<file path="src/rtl/pipe_ctrl.sv">
// pipe_ctrl: central hazard and stall controller for the five-stage pipeline.
// Produces the PC / IF_ID / ID_EX / EX_MEM / MEM_WB control words each cycle,
// resolving data-memory wait, multi-cycle EX ops, taken branches, load-use
// hazards and instruction-fetch wait in that priority order.
// Optional build macro PIPE_CTRL_PERF_EN adds 64-bit stall and flush counters.

`ifndef CTRL_Wire_Bus
`define CTRL_Wire_Bus 1:0
`endif
`ifndef CTRL_STATE_Default
`define CTRL_STATE_Default 2'b00
`endif
`ifndef CTRL_STATE_Block
`define CTRL_STATE_Block 2'b01
`endif
`ifndef CTRL_STATE_Bubble
`define CTRL_STATE_Bubble 2'b10
`endif

module pipe_ctrl #(
    parameter int unsigned MUL_LAT = 4
) (
    input  logic                 clk,
    input  logic                 rst,
    input  logic [4:0]           id_rs1_addr_i,
    input  logic [4:0]           id_rs2_addr_i,
    input  logic                 id_rs1_used_i,
    input  logic                 id_rs2_used_i,
    input  logic [6:0]           ex_opcode_i,
    input  logic [4:0]           ex_rd_addr_i,
    input  logic                 ex_wreg_i,
    input  logic                 ex_branch_taken_i,
    input  logic                 ex_mc_start_i,
    input  logic                 mem_busy_i,
    input  logic                 if_busy_i,
    output logic [`CTRL_Wire_Bus] pc_ctrl_o,
    output logic [`CTRL_Wire_Bus] if_id_ctrl_o,
    output logic [`CTRL_Wire_Bus] id_ex_ctrl_o,
    output logic [`CTRL_Wire_Bus] ex_mem_ctrl_o,
    output logic [`CTRL_Wire_Bus] mem_wb_ctrl_o
`ifdef PIPE_CTRL_PERF_EN
    ,
    output logic [63:0]          stall_cnt_o,
    output logic [63:0]          flush_cnt_o
`endif
);

    typedef enum logic {
        RUN,
        MC_WAIT
    } state_t;

    // The first stall cycle happens in RUN, so MC_WAIT only needs MUL_LAT-2 more.
    localparam logic [3:0] CNT_LOAD = 4'(MUL_LAT - 2);
    localparam logic [6:0] OP_LOAD  = 7'b0000011;

    state_t     state, next_state;
    logic [3:0] cnt, next_cnt;
    logic       lu_hazard;
    logic       mc_stall;
    logic       flush_sel;

    // Hazard detection: load-use against the ID operands, and multi-cycle EX occupancy
    always_comb begin
        lu_hazard = (ex_opcode_i == OP_LOAD) && ex_wreg_i && (ex_rd_addr_i != 5'd0) &&
                    ((id_rs1_used_i && (id_rs1_addr_i == ex_rd_addr_i)) ||
                     (id_rs2_used_i && (id_rs2_addr_i == ex_rd_addr_i)));
        mc_stall  = ((state == RUN) && ex_mc_start_i) ||
                    ((state == MC_WAIT) && (cnt != 4'd0));
    end

    // Priority resolution of the stage control words; reset forces everything to advance
    always_comb begin
        pc_ctrl_o     = `CTRL_STATE_Default;
        if_id_ctrl_o  = `CTRL_STATE_Default;
        id_ex_ctrl_o  = `CTRL_STATE_Default;
        ex_mem_ctrl_o = `CTRL_STATE_Default;
        mem_wb_ctrl_o = `CTRL_STATE_Default;
        flush_sel     = 1'b0;
        if (rst) begin
            flush_sel = 1'b0;
        end else if (mem_busy_i) begin
            pc_ctrl_o     = `CTRL_STATE_Block;
            if_id_ctrl_o  = `CTRL_STATE_Block;
            id_ex_ctrl_o  = `CTRL_STATE_Block;
            ex_mem_ctrl_o = `CTRL_STATE_Block;
            mem_wb_ctrl_o = `CTRL_STATE_Bubble;
        end else if (mc_stall) begin
            pc_ctrl_o     = `CTRL_STATE_Block;
            if_id_ctrl_o  = `CTRL_STATE_Block;
            id_ex_ctrl_o  = `CTRL_STATE_Block;
            ex_mem_ctrl_o = `CTRL_STATE_Bubble;
        end else if (ex_branch_taken_i) begin
            if_id_ctrl_o  = `CTRL_STATE_Bubble;
            id_ex_ctrl_o  = `CTRL_STATE_Bubble;
            flush_sel     = 1'b1;
        end else if (lu_hazard) begin
            pc_ctrl_o     = `CTRL_STATE_Block;
            if_id_ctrl_o  = `CTRL_STATE_Block;
            id_ex_ctrl_o  = `CTRL_STATE_Bubble;
        end else if (if_busy_i) begin
            pc_ctrl_o     = `CTRL_STATE_Block;
            if_id_ctrl_o  = `CTRL_STATE_Bubble;
        end
    end

    // Next-state logic for the multi-cycle tracker; the countdown runs even under mem_busy
    always_comb begin
        next_state = state;
        next_cnt   = cnt;
        case (state)
            RUN: begin
                if (ex_mc_start_i && !mem_busy_i) begin
                    next_state = MC_WAIT;
                    next_cnt   = CNT_LOAD;
                end
            end
            MC_WAIT: begin
                if (cnt != 4'd0) begin
                    next_cnt = cnt - 4'd1;
                end else if (!mem_busy_i) begin
                    next_state = RUN;
                end
            end
            default: begin
                next_state = RUN;
                next_cnt   = 4'd0;
            end
        endcase
    end

    // State and countdown register
    always_ff @(posedge clk) begin
        if (rst) begin
            state <= RUN;
            cnt   <= 4'd0;
        end else begin
            state <= next_state;
            cnt   <= next_cnt;
        end
    end

`ifdef PIPE_CTRL_PERF_EN
    // Saturating performance counters for PC stalls and branch flushes
    always_ff @(posedge clk) begin
        if (rst) begin
            stall_cnt_o <= 64'd0;
            flush_cnt_o <= 64'd0;
        end else begin
            if ((pc_ctrl_o == `CTRL_STATE_Block) && (stall_cnt_o != {64{1'b1}})) begin
                stall_cnt_o <= stall_cnt_o + 64'd1;
            end
            if (flush_sel && (flush_cnt_o != {64{1'b1}})) begin
                flush_cnt_o <= flush_cnt_o + 64'd1;
            end
        end
    end
`endif

endmodule

</file>
<file path="config.mk">
export PLATFORM = sky130hd
export DESIGN_NAME = pipe_ctrl
export DESIGN_NICKNAME = d
export VERILOG_FILES = /design/src/rtl/pipe_ctrl.sv
export SDC_FILE = /design/constraint.sdc
export NUM_CORES = 1
export LEC_CHECK = 0
export CAP_MARGIN = 20
export CORE_UTILIZATION = 36
export DETAILED_ROUTE_END_ITERATION = 12
export GPL_ROUTABILITY_DRIVEN = 0
export GPL_TIMING_DRIVEN = 0
export PLACE_DENSITY = 0.94
export SYNTH_ARGS = -nofsm -noshare
export SYNTH_HDL_FRONTEND = slang
export SYNTH_SLANG_ARGS = --single-unit
export TNS_END_PERCENT = 100
</file>
<file path="constraint.sdc">
create_clock -name clk -period 5.2 [get_ports clk]
set_input_delay 1.3 -clock clk [delete_from_list [all_inputs] [get_ports clk]]
set_output_delay 1.3 -clock clk [all_outputs]
set_load 0.03 [all_outputs]
</file>
==> impl_metrics.json, run 1 <==
{
  "status": "complete, no violations",
  "antenna_found_initial": 0,
  "synth_top_flop_cell": "dfxtp_1",
  "max_freq_ghz": 0.211,
  "cp-end-kind": "output pin",
  "cts_tree": "done",
  "setup_viol": 0,
  "port_buffers": 38,
  "cp_slowest_cell": "clkdlybuf4s50_1",
  "finalClockSkew_ps": 3.19,
  "wl_per_cell_um": 11.1,
  "synthCells": 68,
  "dp_hpwl_mm": 1.25,
  "synth_compound_area_share_pct": 24.9,
  "drive_gt1_share_pct": 10.8,
  "timing.final.ws_setup_ps": 457,
  "cts.hold.buffers_added": 0,
  "hold_viol_final": 0,
  "synth_cell_types": 34,
  "synth_top_family_by_area": "simple AND/OR/NAND/NOR gates",
  "die_w_um": 41.4,
  "post_cts_resized": 0,
  "power_density_mw_per_mm2": 180,
  "crit_top_cell": "clkdlybuf4s50_1",
  "grt_pass1_wl_mm": 2.17,
  "dpl_worst_slack_ps": 467,
  "path_max_fanout": 3,
  "clockRootBuffer": "clkbuf_4",
  "drt-vias-per-instance": 4.86,
  "min_period_ps": 4740,
  "period_share_pct": 91.2,
  "numCtsBuffers": 3,
  "dpl_cell_area_um2": 961,
  "initial_core_util_pct": 40.8,
  "drc": 0,
  "drtIter0Drc": 3,
  "required_ps": 3900,
  "regArea_um2": 100,
  "nets": 145,
  "ant_nets": 0,
  "synth-xor-area-share_pct": 15.7,
  "grt_setup_unrepaired": "no",
  "drv_slew": 0,
  "clock-sinks": 5,
  "hold_path_class": "reg2reg",
  "synth_fa_ha_area_share_pct": 4.48,
  "fin_tns_setup_ps": 0,
  "synth_edf_count": 0,
  "max-cap-violations": 0,
  "final_common_cell": "clkdlybuf4s50_1",
  "gr-total-overflow": 0,
  "grt_util_all_layers_pct": 19.1,
  "ys_seq_area_share_pct": 17.9,
  "first_pass_iters": 4,
  "cp-start-kind": "input pin",
  "clk_latency_ps": 250,
  "cts_setup_buffers": 0,
  "clk_pin_slew_ps": 40,
  "cts.path.max_buffers": 2,
  "async_flop_share_pct": 0,
  "die-area_mm2": 0.00171,
  "slowest_delay_ps": 670,
  "final_cell_mix": "38 x clkdlybuf4s50_1, 8 x xor2_1, 6 x inv_1, 5 x dfxtp_1",
  "yosys.area_share.simple_pct": 26.5,
  "area_growth_pct": 76.9,
  "ios": 41,
  "yosys_warnings": 0,
  "ys_ff_latch": 5,
  "fill_cells": 111,
  "leakage_nw": 0.383,
  "critical_path_class": "in2out",
  "grt_pass1_vias": 594,
  "rows": 13,
  "post-route-cell-area_um2": 987,
  "max-vdd-ir-drop_mv": 0.0752,
  "arrival_ps": 3440,
  "fp.dieH_um": 41.4,
  "h-tree-depth": 1,
  "avgSynthCellArea_um2": 8.21,
  "diodes": 0,
  "worstPathCellList": "clkdlybuf4s50_1, or4_1, o211a_1, nand2b_1, o21ba_1, clkdlybuf4s50_1",
  "dr_total_vias": 612,
  "synthMuxAreaShare_pct": 1.79,
  "core_mm2": 0.00137,
  "grt_start_max_net_pins": 9,
  "drt-total-wl_mm": 1.40,
  "multiInputGateArea_um2": 417,
  "syn-cell-area_um2": 558
}
[state kept, by name (all words and copies together), names as in the netlist]
register / flops
state: 1
cnt: 4
[worst paths after layout]
path                       startpoint                   to  slack, ps  cells after the start
hold reg to reg   cnt[3]$_SDFFE_PP0P_  cnt[3]$_SDFFE_PP0P_        490                      2
setup reg to reg  cnt[0]$_SDFFE_PP0P_  cnt[3]$_SDFFE_PP0P_       3540                      6
setup / recovery      ex_rd_addr_i[1]      if_id_ctrl_o[1]        460                      6
hold / removal    cnt[3]$_SDFFE_PP0P_  cnt[3]$_SDFFE_PP0P_        490                      2
[synthesized netlist by cell type, drive strengths merged, types with 2 or more instances]
cell type  count  area (um^2)
inv            6         22.5
o21ai          5         25.0
xnor2          2         17.5
buf            3         22.5
dfxtp          5          100
nor2           3         11.3
ha             2         25.0
and2           2         13.8
nor4           2         12.5
a21oi          4         20.0
xor2           8         70.1
nor2b          2         12.5
nand2          4         15.0
or3            3         20.0
[per-stage QoR]
stage,power (mW),cells,util [%],hold WS (ps)
2_1_floorplan,0.0921,69,-,454
3_3_place_gp,0.130,122,70.3,467
3_5_place_dp,0.133,122,70.3,495
4_1_cts,0.180,126,72.3,502
5_1_grt,0.188,126,72.3,524
6_report,0.178,126,72.3,494
[cells by family after synthesis]
logic type	count (synthesis)
adders and majority gates	2
AOI/OAI and AO/OA	16
other	1
and+or+nand+nor	24
DFF	5
xor gates and xnor gates	10
muxes	1
buffers and inverters	9
[critical path: cells and delay by family]
kind | cells | cell delay (ps)
AOI/OAI and AO/OA | 2 | 380
buffers and inverters | 2 | 1130
and+or+nand+nor | 2 | 630
[layer usage]
metal / share of wire, % / wire [um] / track usage (%)
met1: 36 / 507 / 17.7
met2: 55 / 772 / 39.8
met3: 6.2 / 87 / 1.60
met4: 2.2 / 31 / 9.68
met5: 0 / 0 / 0
[cell type report]
cell class              count  area share, %
well taps                  15           1.90
clock buffers               4           2.66
repair buffers             38           38.5
flip-flops and latches      5           10.1
multi-input cells          55           42.2
plain buffers               3           2.28
inverters                   6           2.28
[power by group]
part           total, mW  switching (mW)  internal, mW
Sequential        0.0461         0.00349        0.0426
Combinational     0.0855          0.0378        0.0477
Clock             0.0463          0.0172        0.0291
No activity file was read; power rests on OpenSTA's default activity.
==> inputs of run 2 (changes only) <==
--- a/config.mk
+++ b/config.mk
@@ -6,6 +6,7 @@
 export NUM_CORES = 1
 export LEC_CHECK = 0
 export CAP_MARGIN = 20
+export CORE_MARGIN = 1.5
 export CORE_UTILIZATION = 36
 export DETAILED_ROUTE_END_ITERATION = 12
 export GPL_ROUTABILITY_DRIVEN = 0
==> impl_metrics.json, run 2 (synthesized netlist as in run 1, its figures left out) <==
{
  "status": "complete, no violations",
  "required_ps": 3900,
  "grt_start_max_net_pins": 9,
  "drt-total-wl_mm": 1.48,
  "path_max_fanout": 3,
  "largest_registers": "cnt x4, state x1",
  "first_pass_iters": 4,
  "place_inst": 123,
  "initial_core_util_pct": 37.9,
  "largest_reg_flops": 4,
  "drive_gt1_share_pct": 10.8,
  "grt_pass1_vias": 662,
  "diodes": 0,
  "timing.final.ws_setup_ps": 446,
  "critical_path_class": "in2out",
  "cp-end-kind": "output pin",
  "regArea_um2": 100,
  "arrival_ps": 3450,
  "drt-vias-per-instance": 5.03,
  "r2r_cells": 6,
  "grt_util_all_layers_pct": 17.9,
  "cp_slowest_cell": "clkdlybuf4s50_1",
  "cts_tree": "done",
  "cp_top_family": "buffers and inverters",
  "die-area_mm2": 0.00180,
  "final_common_cell": "clkdlybuf4s50_1",
  "largest-register": "cnt",
  "cts.path.max_buffers": 2,
  "port_buffers": 38,
  "core_mm2": 0.00147,
  "cp.depth": 6,
  "post_cts_resized": 0,
  "holdPathStages": 2,
  "finalClockSkew_ps": 5.03,
  "clockRootBuffer": "clkbuf_4",
  "power_density_mw_per_mm2": 180,
  "fin_tns_setup_ps": 0,
  "leakage_nw": 0.383,
  "dpl_worst_slack_ps": 461,
  "min_period_ps": 4750,
  "clk_latency_ps": 240,
  "nets": 145,
  "cts_setup_buffers": 0,
  "numCtsBuffers": 3,
  "cp-start-kind": "input pin",
  "rows": 14,
  "max-cap-violations": 0,
  "gr-total-overflow": 0,
  "worstPathCellList": "clkdlybuf4s50_1, or4_1, o211a_1, nand2b_1, o21ba_1, clkdlybuf4s50_1",
  "wl_per_cell_um": 11.6,
  "whs_ps": 493,
  "fill_cells": 129,
  "clk_pin_slew_ps": 50,
  "drc": 0,
  "fp.dieH_um": 42.4,
  "r2r-start": "cnt[0]$_SDFFE_PP0P_",
  "final_cells": 127,
  "crit_buf_inv": 2,
  "hold_viol_final": 0,
  "hp-start": "cnt[3]$_SDFFE_PP0P_",
  "max_freq_ghz": 0.210,
  "max-vdd-ir-drop_mv": 0.0833,
  "die_w_um": 42.4,
  "dp_hpwl_mm": 1.29,
  "p_total_mw": 0.178,
  "drv_slew": 0,
  "post-route-cell-area_um2": 988,
  "drtIter0Drc": 7,
  "hold_path_class": "reg2reg",
  "final_cell_mix": "38 x clkdlybuf4s50_1, 8 x xor2_1, 6 x inv_1, 5 x dfxtp_1",
  "area_growth_pct": 77.1,
  "dr_total_vias": 639,
  "clock-sinks": 5,
  "period_share_pct": 91.4,
  "crit_top_cell": "clkdlybuf4s50_1",
  "grt_pass1_wl_mm": 2.45,
  "crit_path_start": "ex_rd_addr_i[1]",
  "ant_nets": 0,
  "h-tree-depth": 1,
  "multiInputGateArea_um2": 417,
  "grt_setup_unrepaired": "no",
  "cts.hold.buffers_added": 0,
  "slowest_delay_ps": 670,
  "antenna_found_initial": 0,
  "final_core_util_pct": 67.2,
  "setup_viol": 0,
  "ios": 41,
  "dpl_cell_area_um2": 962
}
==> run 2: per-layer routing <==
layer | global-route usage, % | vias to the layer above | wire length, um
met3 | 7.33 | 4 | 135
met5 | 0 | - | 0
met4 | 8.13 | 0 | 27
met2 | 33.8 | 31 | 821
met1 | 16.4 | 281 | 493
li1 | - | 323 | -
==> run 2: final cells by class <==
type	count	area share, %
Buffer	3	2.28
Clock buffer	4	2.66
Inverter	6	2.28
Multi-Input combinational cell	55	42.2
Sequential cell	5	10.1
Tap cell	16	2.03
Timing Repair Buffer	38	38.5
==> run 2: worst register-to-register path, cell delays in order (launching register included) <==
cell	delay (ps)
dfxtp_1	320
inv_1	90
ha_1	170
or3b_4	410
and2_2	250
o31ai_4	300
a21oi_1	70
==> run 2: report_power, final <==
part	switching, mW	internal [mW]
logic	0.0387	0.0477
registers	0.00359	0.0426
clock network	0.0160	0.0290
total	0.0583	0.119
==> run 2: path summary, 6_finish.rpt <==
check	slack [ps]	endpoint
min reg2reg	490	cnt[3]$_SDFFE_PP0P_
max	450	if_id_ctrl_o[1]
min	490	cnt[3]$_SDFFE_PP0P_
max reg2reg	3480	state$_SDFF_PP0_
